## src/rtl/phase_meter_pkg.sv

```systemverilog
// Shared types/constants for the zero-cross phase meter and the downstream phase-to-speed averager.
// Build option: define GLITCH_FILTER_EN to enable the rx glitch filter.
package phase_meter_pkg;

    localparam int PHASE_W          = 19;
    localparam int CNT_W_DEFAULT    = 18;
    localparam int GLITCH_K_DEFAULT = 3;

`ifdef GLITCH_FILTER_EN
    localparam bit GLITCH_FILTER_BUILD = 1'b1;
`else
    localparam bit GLITCH_FILTER_BUILD = 1'b0;
`endif

    typedef enum logic [1:0] {
        IDLE,
        ARMED,
        CAPT
    } pm_state_e;

    typedef struct packed {
        logic                      endata;
        logic signed [PHASE_W-1:0] phase;
    } pm_sample_t;

endpackage

```

## src/rtl/sync_edge_det.sv

```systemverilog
// 2-FF synchroniser + rising-edge pulse; with FILTER set (and the filter build enabled)
// a new level must persist GLITCH_K synchronised samples before its edge is accepted.
module sync_edge_det
    import phase_meter_pkg::*;
#(
    parameter int GLITCH_K = GLITCH_K_DEFAULT,
    parameter bit FILTER   = 1'b0
) (
    input  logic clock,
    input  logic reset,
    input  logic din,
    output logic rise
);

    // A window of one sample degenerates into a plain edge detector (lvl == previous sample).
    localparam int WIN = (FILTER && GLITCH_FILTER_BUILD) ? GLITCH_K : 1;

    logic [WIN:0] sh;     // sh[0] metastable stage, sh[WIN:1] synchronised history
    logic         lvl;    // last accepted level
    logic         all_hi;
    logic         all_lo;

    assign all_hi = &sh[WIN:1];
    assign all_lo = ~|sh[WIN:1];
    assign rise   = all_hi & ~lvl;

    always_ff @(posedge clock) begin
        if (reset) begin
            sh  <= '0;
            lvl <= 1'b0;
        end else begin
            sh <= {sh[WIN-1:0], din};
            if (all_hi)      lvl <= 1'b1;
            else if (all_lo) lvl <= 1'b0;
        end
    end

endmodule

```

## src/rtl/zerocross_phase_meter.sv

```systemverilog
// Phase lag of rx vs ref rising edges in clock cycles, one signed sample per ref period.
// Build option: GLITCH_FILTER_EN adds a GLITCH_K-sample glitch filter on rx (delay not compensated).
module zerocross_phase_meter
    import phase_meter_pkg::*;
#(
    parameter int CNT_W    = CNT_W_DEFAULT,
    parameter int GLITCH_K = GLITCH_K_DEFAULT
) (
    input  logic                      clock,
    input  logic                      reset,
    input  logic                      ref_in,
    input  logic                      rx_in,
    output logic signed [PHASE_W-1:0] phase,
    output logic                      endata,
    output logic                      signal_lost
);

    localparam int               NUM_LANES = 2;   // lane 0 ref, lane 1 rx
    localparam logic [CNT_W-1:0] PER_MAX   = '1;

    logic [NUM_LANES-1:0] lane_in;
    logic [NUM_LANES-1:0] lane_rise;
    logic                 ref_rise;
    logic                 rx_rise;

    assign lane_in  = {rx_in, ref_in};
    assign ref_rise = lane_rise[0];
    assign rx_rise  = lane_rise[1];

    for (genvar i = 0; i < NUM_LANES; i++) begin : g_lane
        sync_edge_det #(
            .GLITCH_K (GLITCH_K),
            .FILTER   (i == 1)
        ) u_det (
            .clock (clock),
            .reset (reset),
            .din   (lane_in[i]),
            .rise  (lane_rise[i])
        );
    end

    pm_state_e          state, state_nx;
    logic [CNT_W-1:0]   per, per_nx;
    logic [CNT_W-1:0]   dly, dly_nx;
    logic               close;
    logic               lost_set;
    logic               wrap;
    logic signed [CNT_W:0] diff;
    pm_sample_t         smp;

    // Delays beyond half a period are reported as a lead of the next ref edge.
    assign wrap = dly > (per >> 1);
    assign diff = wrap ? $signed({1'b0, dly}) - $signed({1'b0, per}) : $signed({1'b0, dly});

    always_comb begin
        state_nx = state;
        per_nx   = per;
        dly_nx   = dly;
        close    = 1'b0;
        lost_set = 1'b0;
        case (state)
            IDLE: begin
                if (ref_rise) begin
                    per_nx   = CNT_W'(1);
                    state_nx = ARMED;
                    if (rx_rise) begin
                        dly_nx   = '0;
                        state_nx = CAPT;
                    end
                end
            end
            ARMED, CAPT: begin
                per_nx = per + 1'b1;
                if (ref_rise) begin
                    // ref closes the period first; a coincident rx belongs to the new one
                    close    = (state == CAPT);
                    per_nx   = CNT_W'(1);
                    state_nx = ARMED;
                    if (rx_rise) begin
                        dly_nx   = '0;
                        state_nx = CAPT;
                    end
                end else if (per == PER_MAX) begin
                    lost_set = 1'b1;
                    state_nx = IDLE;
                end else if (rx_rise && state == ARMED) begin
                    dly_nx   = per;
                    state_nx = CAPT;
                end
            end
            default: state_nx = IDLE;
        endcase
    end

    always_ff @(posedge clock) begin
        if (reset) begin
            state       <= IDLE;
            per         <= '0;
            dly         <= '0;
            smp         <= '0;
            signal_lost <= 1'b0;
        end else begin
            state      <= state_nx;
            per        <= per_nx;
            dly        <= dly_nx;
            smp.endata <= close;
            if (close)         smp.phase   <= PHASE_W'(diff);
            if (lost_set)      signal_lost <= 1'b1;
            else if (ref_rise) signal_lost <= 1'b0;
        end
    end

    assign phase  = smp.phase;
    assign endata = smp.endata;

endmodule
```

## config.mk

```make
export PLATFORM = sky130hd
export DESIGN_NAME = zerocross_phase_meter
export DESIGN_NICKNAME = d
export VERILOG_FILES = /design/src/rtl/phase_meter_pkg.sv /design/src/rtl/sync_edge_det.sv /design/src/rtl/zerocross_phase_meter.sv
export SDC_FILE = /design/constraint.sdc
export NUM_CORES = 1
export LEC_CHECK = 0
export CAP_MARGIN = 15
export CORE_MARGIN = 2
export CORE_UTILIZATION = 30
export CTS_CLUSTER_DIAMETER = 60
export DETAILED_ROUTE_END_ITERATION = 12
export PLACE_DENSITY_LB_ADDON = 0.15
export SYNTH_ARGS = -nofsm -noshare
export SYNTH_HDL_FRONTEND = slang
export SYNTH_HIERARCHICAL = 1
export SYNTH_SLANG_ARGS = --single-unit
export TNS_END_PERCENT = 50
```

## constraint.sdc

```tcl
create_clock -name clock -period 2.8 [get_ports clock]
set_input_delay 0.56 -clock clock [delete_from_list [all_inputs] [get_ports clock]]
set_output_delay 0.56 -clock clock [all_outputs]
set_load 0.05 [all_outputs]
```

After elaboration in Yosys (flattened, before gate mapping):

Cells that the tools add are included.

* bits in registers: 65
* output and inout bits: 21
* word-level logic and storage cells: 57
* input bits: 4

* bitwise logic cells: 4
* $add $sub $neg: 2
* reduce and logical (&&, ||, !) cells: 8
* $lt $le $gt $ge: 1
* equality and inequality tests: 7
* muxes and demuxes: 25

Operators by type and width (count)
* 18-bit 2-to-1 mux: 7
* 18-bit one-hot mux with 2 select lines: 2
* 19-bit 2-to-1 mux: 1
* 18-bit by 18-bit subtractor with 19-bit output: 1
* 18-bit by 1-bit adder with 18-bit output (second input constant): 1
* 18-bit equality test (second input constant): 1
* 18-bit by 17-bit greater-than comparator with 1-bit output: 1
* 2-bit 2-to-1 mux: 5
* 1-bit 2-to-1 mux: 9
* 3-bit by 2-bit != test with 1-bit output (second input constant): 2
* 4-bit by 3-bit != test with 1-bit output (second input constant): 1
* 2-bit one-hot mux with 2 select lines: 1
* 2-bit AND reduction: 2
* 4-bit AND reduction: 1
* 2-bit nonzero test: 2
* 1-bit bitwise AND: 2
* 2-bit by 1-bit equality test with 1-bit output (second input constant): 1
* 2-bit equality test (second input constant): 1
* 2-bit logical NOT: 1
* 2-bit by 1-bit != test with 1-bit output (second input constant): 1
* 1-bit inverter: 2
* 2-bit OR reduction: 1
* 1-bit logical AND: 1

Logic depth before layout (Yosys ltp):

Gate-level depths: netlist (run 1).

* word-level depth: 7
* mapped depth: 11
* depth with buffers taken out: 11

Modules after synthesis:

The synthesis (run 1) kept the hierarchy.

By module, submodules not included
* zerocross_phase_meter: instances 1, seq. area each 1181.1 um2, area an instance 3777.4 um2, cells each 432
* sync_edge_det: instances 2, seq. area each 60.1 um2, area an instance 87.6 um2, cells each 7

Worst setup path after synthesis (run 1):

No wires, ideal clock.

* path kind: flip-flop to flip-flop
* from: reg per[16]
* to: reg, netlist name phase[0]
* buffers on the path: 2
* arrival time: 2.301 ns
* slack: 0.377 ns
* clock period less this slack: 2.423 ns
* required time: 2.678 ns
* cell stages (with the launch flop): 11
* library setup time: 0.122 ns
* cell sequence: dfxtp_1 > inv_1 > ha_1 > nand3_1 > or4_1 > nor2_1 > nand4_1 > nor2b_1 > buf_2 > buf_4 > a221o_1

* cells in the longest elaborated chain, start to end: 2

RTL lines
* start: declaration: line zerocross_phase_meter.sv:43 `logic [CNT_W-1:0] per, per_nx;`
* start signal: assignment: line zerocross_phase_meter.sv:104 `per <= per_nx;`
* 18-bit by 17-bit greater-than comparator with 1-bit output: line zerocross_phase_meter.sv:52 `assign wrap = dly > (per >> 1);`
* 19-bit 2-to-1 mux: line zerocross_phase_meter.sv:53 `assign diff = wrap ? $signed({1'b0, dly}) - $signed({1'b0, per}) : $signed({1'b0, dly});`

No other way between the ends.
A chain may end at the register's enable or synchronous reset.

Worst setup path in the final report (run 1):

* from: reg per[16]
* to: reg, netlist name phase[10]

* cells in the longest elaborated chain, start to end: 2

RTL lines (line)
* 18-bit by 17-bit greater-than comparator with 1-bit output: zerocross_phase_meter.sv:52
* 19-bit 2-to-1 mux: zerocross_phase_meter.sv:53

No other way between the ends.

==> results.yml, run 1 <==
sta:
  period_share_pct: 93.07
  fmax_ghz: 0.3837
  rsz0062_at_grt: "false"
  clock-skew-final_ns: 0.004900
  setup_violations: 0
  hold_viol_final: 0
  slew_violations: 0
  min_period_ns: 2.606
  whs_ns: 0.4305
  worst_pin_slew_ns: 0.6049
  slew-limit-headroom_pct: 59.67
  setup_tns_ns: 0
clock_tree:
  path_clk_slew_ns: 0.05
  cts_resized: 0
  cts_made_buffers: 9
  cts_root_buffer: "clkbuf_16"
  cts_sinks: 65
  cts_setup_buffers: 0
  htree_levels: 3
  clkLatencyLatePin_ns: 0.34
  cts-hold-fix-buffers: 0
  cts_tree: "yes"
  cts.path.max_buffers: 2
setup_path:
  crit_path_end_kind: "flip-flop"
  arrival_ns: 2.86
  max_stage_delay_ns: 0.52
  startpoint_type: "flip-flop"
  path_class: "reg2reg"
  cp_slowest_cell: "or4_1"
  cp_max_fo: 9
  crit_chain: "inv_1 -> ha_1 -> nand3_1 -> or4_1 -> nor2_2 -> nand4_1 -> nor2b_2 -> buf_4 -> mux2i_1 -> a211oi_1"
  required_ns: 3.05
detailed_routing:
  wl_per_cell_um: 15.65
  drt_wl_total_um: 10290
  drt_iter0_markers: 195
  vias_per_cell: 5.027
  ant_nets: 0
  dr.pass1.iters: 4
  vias: 3303
  drc_errors: 0
floorplanning:
  dieArea_um2: 14110
  initial_core_util_pct: 31.07
  core_area_um2: 12720
  die_h_um: 118.8
  rows: 41
  ios: 25
  die_w_um: 118.8
yosys:
  seq_area_frac_synth_pct: 32.92
  postSynthCellCount: 446
  synth_area_um2: 3953
  synth_edf_count: 0
  synth_warnings: 6
  ys_ff_latch: 65
  syn_area_per_cell_um2: 8.862
  ys.flop_type: "dfxtp_1"
  synthDistinctLibCells: 64
  synthArstFlopShare_pct: 0
  synth_fp_nets: 491
finish:
  multiInputGateArea_um2: 2492
  layout_commonest_cell: "dfxtp_1"
  diodes: 0
  fillers: 1332
  drive_above_1_share_pct: 11.13
  layout_common_cells: "dfxtp_1 (65), ha_1 (40), nor2_1 (39)"
  register_area_um2: 1301
  area_growth_pct: 21.84
  layout.nets: 526
pwr:
  vdd_drop_max_mv: 0.2679
  powerDensity_nw_per_um2: 499.2
  p_comb_share_pct: 8.9
  p_int_uw: 1874
  p_sw_uw: 529.9
  swShare_pct: 22.04
  p_leak_uw: 0.001925
  seqPwrFrac_pct: 39.0
  clkPwrFrac_pct: 52.0
job:
  cap_violations: 0
global_routing:
  grt_pass1_vias: 3175
  grt_antenna_before_repair: 0
  grt_use_total_pct: 15.11
  grt_pass1_wl_um: 16640
  grt_overflow_total: 0
  grt_max_degree: 20
place:
  hpwl_um: 7859
  globalplace.congestion: 0.8644
  io_buffers: 24
hold_path:
  min_path_type: "reg2reg"
status:
  outcome: "finished clean"
[power by group through the flow]
stage                     sequential [uW]  clock (uW)  combinational [uW]
final                                 938        1250                 215
after global routing                  939        1310                 237
after CTS                             938        1280                 211
after detailed placement              958           0                 210
after global placement                958           0                 211
after floorplan                       960           0                 149
[synthesized netlist by cell type (2+ instances only)]
cell,n,share of area (%)
o21a_1,4,0.76
o221ai_1,4,0.89
nor3_1,7,0.89
nor2b_2,2,0.44
ha_1,40,13
and4_1,2,0.44
dfxtp_1,65,33
a221oi_1,3,0.66
a31o_2,3,0.66
or3_1,3,0.47
nor2b_1,10,1.6
xor2_1,5,1.1
a221o_1,2,0.51
o31ai_1,3,0.57
o21ai_0,10,1.3
inv_1,28,2.7
o21ai_1,3,0.38
nand4_1,9,1.4
nand3b_1,9,1.7
o22ai_1,5,0.79
nand2_1,22,2.1
nand2b_1,2,0.32
nand3_1,17,2.2
and2_1,6,0.95
a21o_1,16,3.0
buf_2,2,0.25
a21oi_1,17,2.2
a31oi_1,4,0.63
a211oi_1,8,1.5
xnor2_1,24,5.3
nor2_1,40,3.8
clkbuf_1,13,1.2
mux2i_1,6,1.5
a22o_1,18,4.0
nor4_1,5,0.79
[cell type report]
cell class / instances / share of cell area, %
inverters: 29 / 2.260
clock buffers: 13 / 5.612
repair buffers: 41 / 7.638
well taps: 172 / 4.469
clock inverters: 2 / 1.247
multi-input cells: 335 / 51.75
flip-flops and latches: 65 / 27.02
[state kept, by name (all words and copies together), names as in the netlist]
signal / cells
g_lane.u_det/lvl: 2
signal_lost: 1
endata: 1
per: 18
dly: 18
state: 2
g_lane.u_det/sh: 4
phase: 19
[critical path: cells and delay by family (launching register included)]
| kind | cells | cell delay (ns) |
|---|---|---|
| simple gates | 5 | 1.17 |
| buf+inv | 2 | 0.30 |
| fa+ha+maj | 1 | 0.33 |
| flops | 1 | 0.39 |
| compound gates | 1 | 0.22 |
| mux | 1 | 0.13 |
[stage by stage]
step                utilization, %  instance area (um2)  setup WS [ns]  power (uW)  instances
finish                       37.85                 4816         0.1940        2404        657
global route                 37.85                 4816        0.01531        2488        657
CTS                          37.61                 4785        0.08041        2432        657
detailed placement           35.01                 4454        0.09629        1168        642
global placement             35.01                 4454         0.1504        1168        642
floorplan                        -                 3953         0.3769        1109        446
[worst paths after layout]
check | startpoint | endpoint | slack, ns | cells past startpoint
max | per[16] | phase[10] | 0.19 | 10
min | g_lane[0].u_det/sh[0] | g_lane[0].u_det/sh[1] | 0.43 | 1
max reg2reg | per[16] | phase[10] | 0.19 | 10
min reg2reg | g_lane[0].u_det/sh[0] | g_lane[0].u_det/sh[1] | 0.43 | 1
[metal layers]
layer  vias to the layer above  routed length (um)  global-route usage, %  share of wire, %
li1                       1697                   -                      -                 -
met1                      1552                5200                  20.39                51
met2                        50                4568                  23.06                44
met3                         4                 430                  3.909               4.2
met4                         0                  85                  5.655              0.83
met5                         -                   0                      0                 0
[cell families (layout without fill, tap and decap cells)]
family                   after synthesis  in the layout  synth area share (%)
buffers and inverters                 46             85                 4.812
flip-flops                            65             65                 32.92
AO/OA/AOI/OAI                        115            115                 21.37
AND/OR/NAND/NOR                      144            144                 19.78
multiplexers                           6              6                 1.520
adder cells (fa/ha/maj)               41             41                 13.17
XOR/XNOR                              29             29                 6.426
Note: power is estimated with default switching activity, not from simulation.
==> run 2: changes to the inputs <==
--- a/config.mk
+++ b/config.mk
@@ -13,6 +13,5 @@
 export PLACE_DENSITY_LB_ADDON = 0.15
 export SYNTH_ARGS = -nofsm -noshare
 export SYNTH_HDL_FRONTEND = slang
-export SYNTH_HIERARCHICAL = 1
 export SYNTH_SLANG_ARGS = --single-unit
 export TNS_END_PERCENT = 50
==> run 2 against run 1 <==
  * Clock power about the same
  * Critical path depth is the same
  * Clock-buffer cell count is 4 lower
  * Sequential power about the same
  * Synthesized cell count increased by 8.5%
  * Setup slack lost 0.016 ns
  * Global-route usage up 1.9 points
  * Sequential share of layout area fell by 1.3 points
  * Fmax down 0.62%
==> results.yml, run 2 <==
job:
  cap_violations: 0
yosys:
  syn_area_per_cell_um2: 8.533
  synthTopCellsByArea: "dfxtp_1 (32%), ha_1 (12%), a21oi_1 (4.5%)"
  seq_area_frac_synth_pct: 31.51
  yosysMostFrequentCell: "dfxtp_1"
  synth_warnings: 0
  postSynthCellCount: 484
  ys_ff_latch: 65
  synthDistinctLibCells: 71
  synth_fp_nets: 529
  synth_edf_count: 0
  synth_area_um2: 4130
  yosys.area.top_type_share_pct: 31.51
  ys.flop_type: "dfxtp_1"
  yosys.area.top_type: "dfxtp_1"
  synthArstFlopShare_pct: 0
  synth_common_cells: "dfxtp_1 (65), ha_1 (40), a21oi_1 (37), nand2_1 (36), nor2_1 (36)"
clock_tree:
  cts.path.max_buffers: 2
  htree_levels: 3
  clkLatencyLatePin_ns: 0.35
  cts_root_buffer: "clkbuf_16"
  cts_setup_buffers: 0
  cts_sinks: 65
  path_clk_slew_ns: 0.06
  cts_made_buffers: 9
  cts_tree: "yes"
finish:
  drive_above_1_share_pct: 10.32
  top_register: "phase"
  layout_commonest_cell: "dfxtp_1"
  fillers: 1397
  diodes: 0
  area_growth_pct: 22.57
  layout_common_cells: "dfxtp_1 (65), ha_1 (40), a21oi_1 (37)"
  reg_top3: "phase (19), dly (18), per (18)"
  layout.nets: 573
  final_util_pct: 37.93
  stdcell_area_um2: 5062
  largest_register_ffs: 19
setup_path:
  arrival_ns: 2.89
  cp_max_fo: 24
  required_ns: 3.07
  crit_chain: "inv_1 -> ha_1 -> nand4b_1 -> nor4_1 -> buf_4 -> and4_1 -> a21oi_2 -> buf_12 -> or4b_1 -> o211ai_1"
  cp_slowest_cell: "or4b_1"
  path_buf_inv: 3
  max_stage_delay_ns: 0.47
  startpoint_type: "flip-flop"
  path_class: "reg2reg"
  crit_path_end_kind: "flip-flop"
  critPathTopFamily: "simple AND/OR/NAND/NOR gates"
detailed_routing:
  drt_iter0_markers: 262
  drt_wl_total_um: 11790
  dr.pass1.iters: 4
  wl_per_cell_um: 16.62
  ant_nets: 0
  drc_errors: 0
  vias: 3704
  vias_per_cell: 5.224
sta:
  slew-limit-headroom_pct: 63.39
  min_period_ns: 2.622
  rsz0062_at_grt: "false"
  setup_violations: 0
  clock-skew-final_ns: 0.007692
  period_share_pct: 93.65
  fin_ws_ns: 0.1778
  slew_violations: 0
  setup_tns_ns: 0
  fmax_ghz: 0.3814
  hold_viol_final: 0
  worst_pin_slew_ns: 0.5445
global_routing:
  grt_use_total_pct: 16.97
  grt_pass1_wl_um: 19210
  grt_max_degree: 25
  grt_overflow_total: 0
  grt_pass1_vias: 3562
  grt_antenna_before_repair: 0
place:
  globalplace.congestion: 0.8995
  place_ws_ns: 0.1063
  dpl_cell_area_um2: 4723
  io_buffers: 24
  hpwl_um: 8829
pwr:
  powerDensity_nw_per_um2: 465.6
  p_leak_uw: 0.001967
  p_int_uw: 1785
  swShare_pct: 24.26
  seqPwrFrac_pct: 39.7
  p_comb_share_pct: 7.0
  vdd_drop_max_mv: 0.5366
  total_power_uw: 2357
  p_sw_uw: 571.7
  clkPwrFrac_pct: 53.3
floorplanning:
  die_h_um: 121.3
  ios: 25
  die_w_um: 121.3
  initial_core_util_pct: 30.94
  rows: 42
  dieArea_um2: 14720
  core_area_um2: 13350
hold_path:
  min_path_type: "reg2reg"
status:
  outcome: "finished clean"
[run 2: changes by cell type after synthesis, sizes merged, moves of 6 or more]
cell,before,now
a21o,16,4
o21ai,14,34
nand2,22,37
nand3b,9,1
a21oi,17,39
inv,29,35
nand3,18,9
xnor2,24,17
[run 2: routing by layer]
metal	vias to the layer above	global-route usage (%)	share of wire, %
met5	-	0	0
met1	1742	23.04	49
met3	10	4.652	4.0
li1	1880	-	-
met4	0	3.520	0.87
met2	72	27.00	46
[run 2: cell type report]
cell class / instances / area (um2) / area share, %
inverters: 35 / 131.4 / 2.595
well taps: 176 / 220.2 / 4.350
repair buffers: 51 / 455.4 / 8.997
clock buffers: 9 / 225.2 / 4.449
multi-input cells: 366 / 2625 / 51.85
clock inverters: 7 / 103.9 / 2.051
flip-flops and latches: 65 / 1301 / 25.70
[run 2: stage by stage]
stage,std cells,hold WS (ns)
after floorplan,484,0.4138
after global placement,693,0.4206
after detailed placement,693,0.4237
after CTS,709,0.4384
after global routing,709,0.4588
final,709,0.4370
[run 2: cell families after synthesis]
kind of cell / synth area share (%)
and+or+nand+nor: 19.99
AOI/OAI and AO/OA: 24.54
adders and majority gates: 12.60
muxes: 1.727
DFF: 31.51
xor gates and xnor gates: 4.453
buffers and inverters: 5.180
[run 2: power groups by stage]
stage / clock network (uW) / logic, uW / registers, uW
6_report: 1260 / 166 / 935
5_1_grt: 1340 / 184 / 935
4_1_cts: 1300 / 165 / 935
3_5_place_dp: 0 / 164 / 955
3_3_place_gp: 0 / 164 / 955
2_1_floorplan: 0 / 110 / 957
[run 2: path summary, 6_finish.rpt]
| path | startpoint | slack (ns) | end | cells after the start |
|---|---|---|---|---|
| hold reg to reg | g_lane[1].u_det.sh[0] | 0.44 | g_lane[1].u_det.sh[1] | 1 |
| hold / removal | g_lane[1].u_det.sh[0] | 0.44 | g_lane[1].u_det.sh[1] | 1 |
| setup / recovery | per[17] | 0.18 | phase[14] | 10 |
| setup reg to reg | per[17] | 0.18 | phase[14] | 10 |
[run 2: timing repair]
action | in CTS | in global routing
setup endpoints to repair | 0 | 5
hold buffers | 0 | 0
gates resized for setup | 0 | 2
==> run 3: changes to the inputs <==
--- a/config.mk
+++ b/config.mk
@@ -8,6 +8,7 @@
 export CAP_MARGIN = 15
 export CORE_MARGIN = 2
 export CORE_UTILIZATION = 30
+export CTS_BUF_LIST = sky130_fd_sc_hd__clkbuf_8
 export CTS_CLUSTER_DIAMETER = 60
 export DETAILED_ROUTE_END_ITERATION = 12
 export PLACE_DENSITY_LB_ADDON = 0.15
==> run 3 against run 2 <==
  * Clock-buffer cell count is the same
  * Cell area shrank 2.0%
  * Largest cell class unchanged
  * Clock power shrank 25%
==> results.yml, run 3 (same netlist as run 2, synthesis figures left out) <==
finish:
  layout_common_cells: "dfxtp_1 (65), ha_1 (40), a21oi_1 (37)"
  drive_above_1_share_pct: 10.32
  fillers: 1411
  area_growth_pct: 20.12
  final_util_pct: 37.17
  top_register: "phase"
  layout.nets: 573
  layout_commonest_cell: "dfxtp_1"
  multiInputGateArea_um2: 2625
  diodes: 0
  reg_top3: "phase (19), dly (18), per (18)"
  register_area_um2: 1301
  largest_register_ffs: 19
floorplanning:
  dieArea_um2: 14720
  initial_core_util_pct: 30.94
  die_h_um: 121.3
  core_area_um2: 13350
  ios: 25
  rows: 42
  die_w_um: 121.3
sta:
  slew-limit-headroom_pct: 63.35
  setup_violations: 0
  rsz0062_at_grt: "false"
  period_share_pct: 93.44
  clock-skew-final_ns: 0.01161
  slew_violations: 0
  worst_pin_slew_ns: 0.5450
  min_period_ns: 2.616
  fmax_ghz: 0.3822
  whs_ns: 0.4426
  setup_tns_ns: 0
  hold_viol_final: 0
setup_path:
  cp_max_fo: 24
  path_class: "reg2reg"
  arrival_ns: 2.92
  max_stage_delay_ns: 0.47
  setup.worst_path.start: "per[17]"
  r2r_slack_ns: 0.18
  crit_path_end_kind: "flip-flop"
  crit_chain: "inv_1 -> ha_1 -> nand4b_1 -> nor4_1 -> buf_4 -> and4_1 -> a21oi_2 -> buf_12 -> or4b_1 -> o211ai_1"
  required_ns: 3.11
  worst_r2r_startpoint: "per[17]"
  cp_slowest_cell: "or4b_1"
  startpoint_type: "flip-flop"
place:
  hpwl_um: 8829
  globalplace.congestion: 0.8995
  io_buffers: 24
status:
  outcome: "finished clean"
detailed_routing:
  dr.pass1.iters: 4
  drt_iter0_markers: 261
  ant_nets: 0
  vias_per_cell: 5.175
  wl_per_cell_um: 16.67
  vias: 3669
  drc_errors: 0
  drt_wl_total_um: 11820
global_routing:
  grt_max_degree: 25
  grt_use_total_pct: 17.02
  grt_antenna_before_repair: 0
  grt_overflow_total: 0
  grt_pass1_wl_um: 19240
  grt_pass1_vias: 3566
pwr:
  vdd_drop_max_mv: 0.4335
  p_comb_share_pct: 8.1
  p_sw_uw: 542.5
  seqPwrFrac_pct: 45.6
  powerDensity_nw_per_um2: 412.8
  p_int_uw: 1505
  swShare_pct: 26.49
  p_leak_uw: 0.001921
  clkPwrFrac_pct: 46.3
hold_path:
  min_path_type: "reg2reg"
  hp-start: "g_lane[1].u_det.sh[0]"
clock_tree:
  cts_root_buffer: "clkbuf_8"
  clkLatencyLatePin_ns: 0.38
  cts_tree: "yes"
  cts_sinks: 65
  cts.path.max_buffers: 2
  cts_made_buffers: 9
  htree_levels: 3
  path_clk_slew_ns: 0.08
  cts_setup_buffers: 0
job:
  cap_violations: 0
-- run 3: area by class of cell --
class,count,area share [%]
Multi-Input combinational cell,366,52.91
Sequential cell,65,26.23
Timing Repair Buffer,51,9.180
Tap cell,176,4.439
Inverter,35,2.648
Clock buffer,9,2.497
Clock inverter,7,2.093
-- run 3: power groups by stage --
stage | registers [uW] | clock network [uW] | logic (uW)
global route | 934 | 1020 | 184
CTS | 934 | 983 | 165
finish | 933 | 949 | 166
detailed placement | 955 | 0 | 164
floorplan | 957 | 0 | 110
global placement | 955 | 0 | 164
-- run 3: path summary, 6_finish.rpt --
path | to | cells past startpoint
setup / recovery | phase[14] | 10
hold / removal | g_lane[1].u_det.sh[1] | 1
setup reg to reg | phase[14] | 10
hold reg to reg | g_lane[1].u_det.sh[1] | 1
-- run 3: repair_timing --
action | 4_1_cts | 5_1_grt
gates resized for setup | 0 | 2
hold endpoints to repair | 0 | 0
endpoints found under the setup margin | 0 | 5
hold buffers | 0 | 0
-- run 3: per-layer routing --
layer | vias to the layer above | wire length (um) | global-route usage, %
met5 | - | 0 | 0
met4 | 0 | 126 | 3.951
met3 | 6 | 449 | 4.793
met2 | 61 | 5423 | 27.04
met1 | 1727 | 5820 | 22.89
li1 | 1875 | - | -
-- run 3: worst max-delay path: cells and delay by family, from the launching register on --
| family | cells | cell delay [ns] |
|---|---|---|
| simple gates | 4 | 1.22 |
| buf+inv | 3 | 0.47 |
| flops | 1 | 0.40 |
| fa+ha+maj | 1 | 0.30 |
| compound gates | 2 | 0.15 |
-- run 3: metrics by stage --
step                setup WS [ns]  instance area (um2)  power, uW  cells
floorplan                  0.4082                 4130       1067    484
global placement           0.1302                 4723       1119    693
detailed placement         0.1063                 4723       1120    693
CTS                       0.07273                 4951       2082    709
global route              0.01696                 4961       2137    709
finish                     0.1838                 4961       2048    709
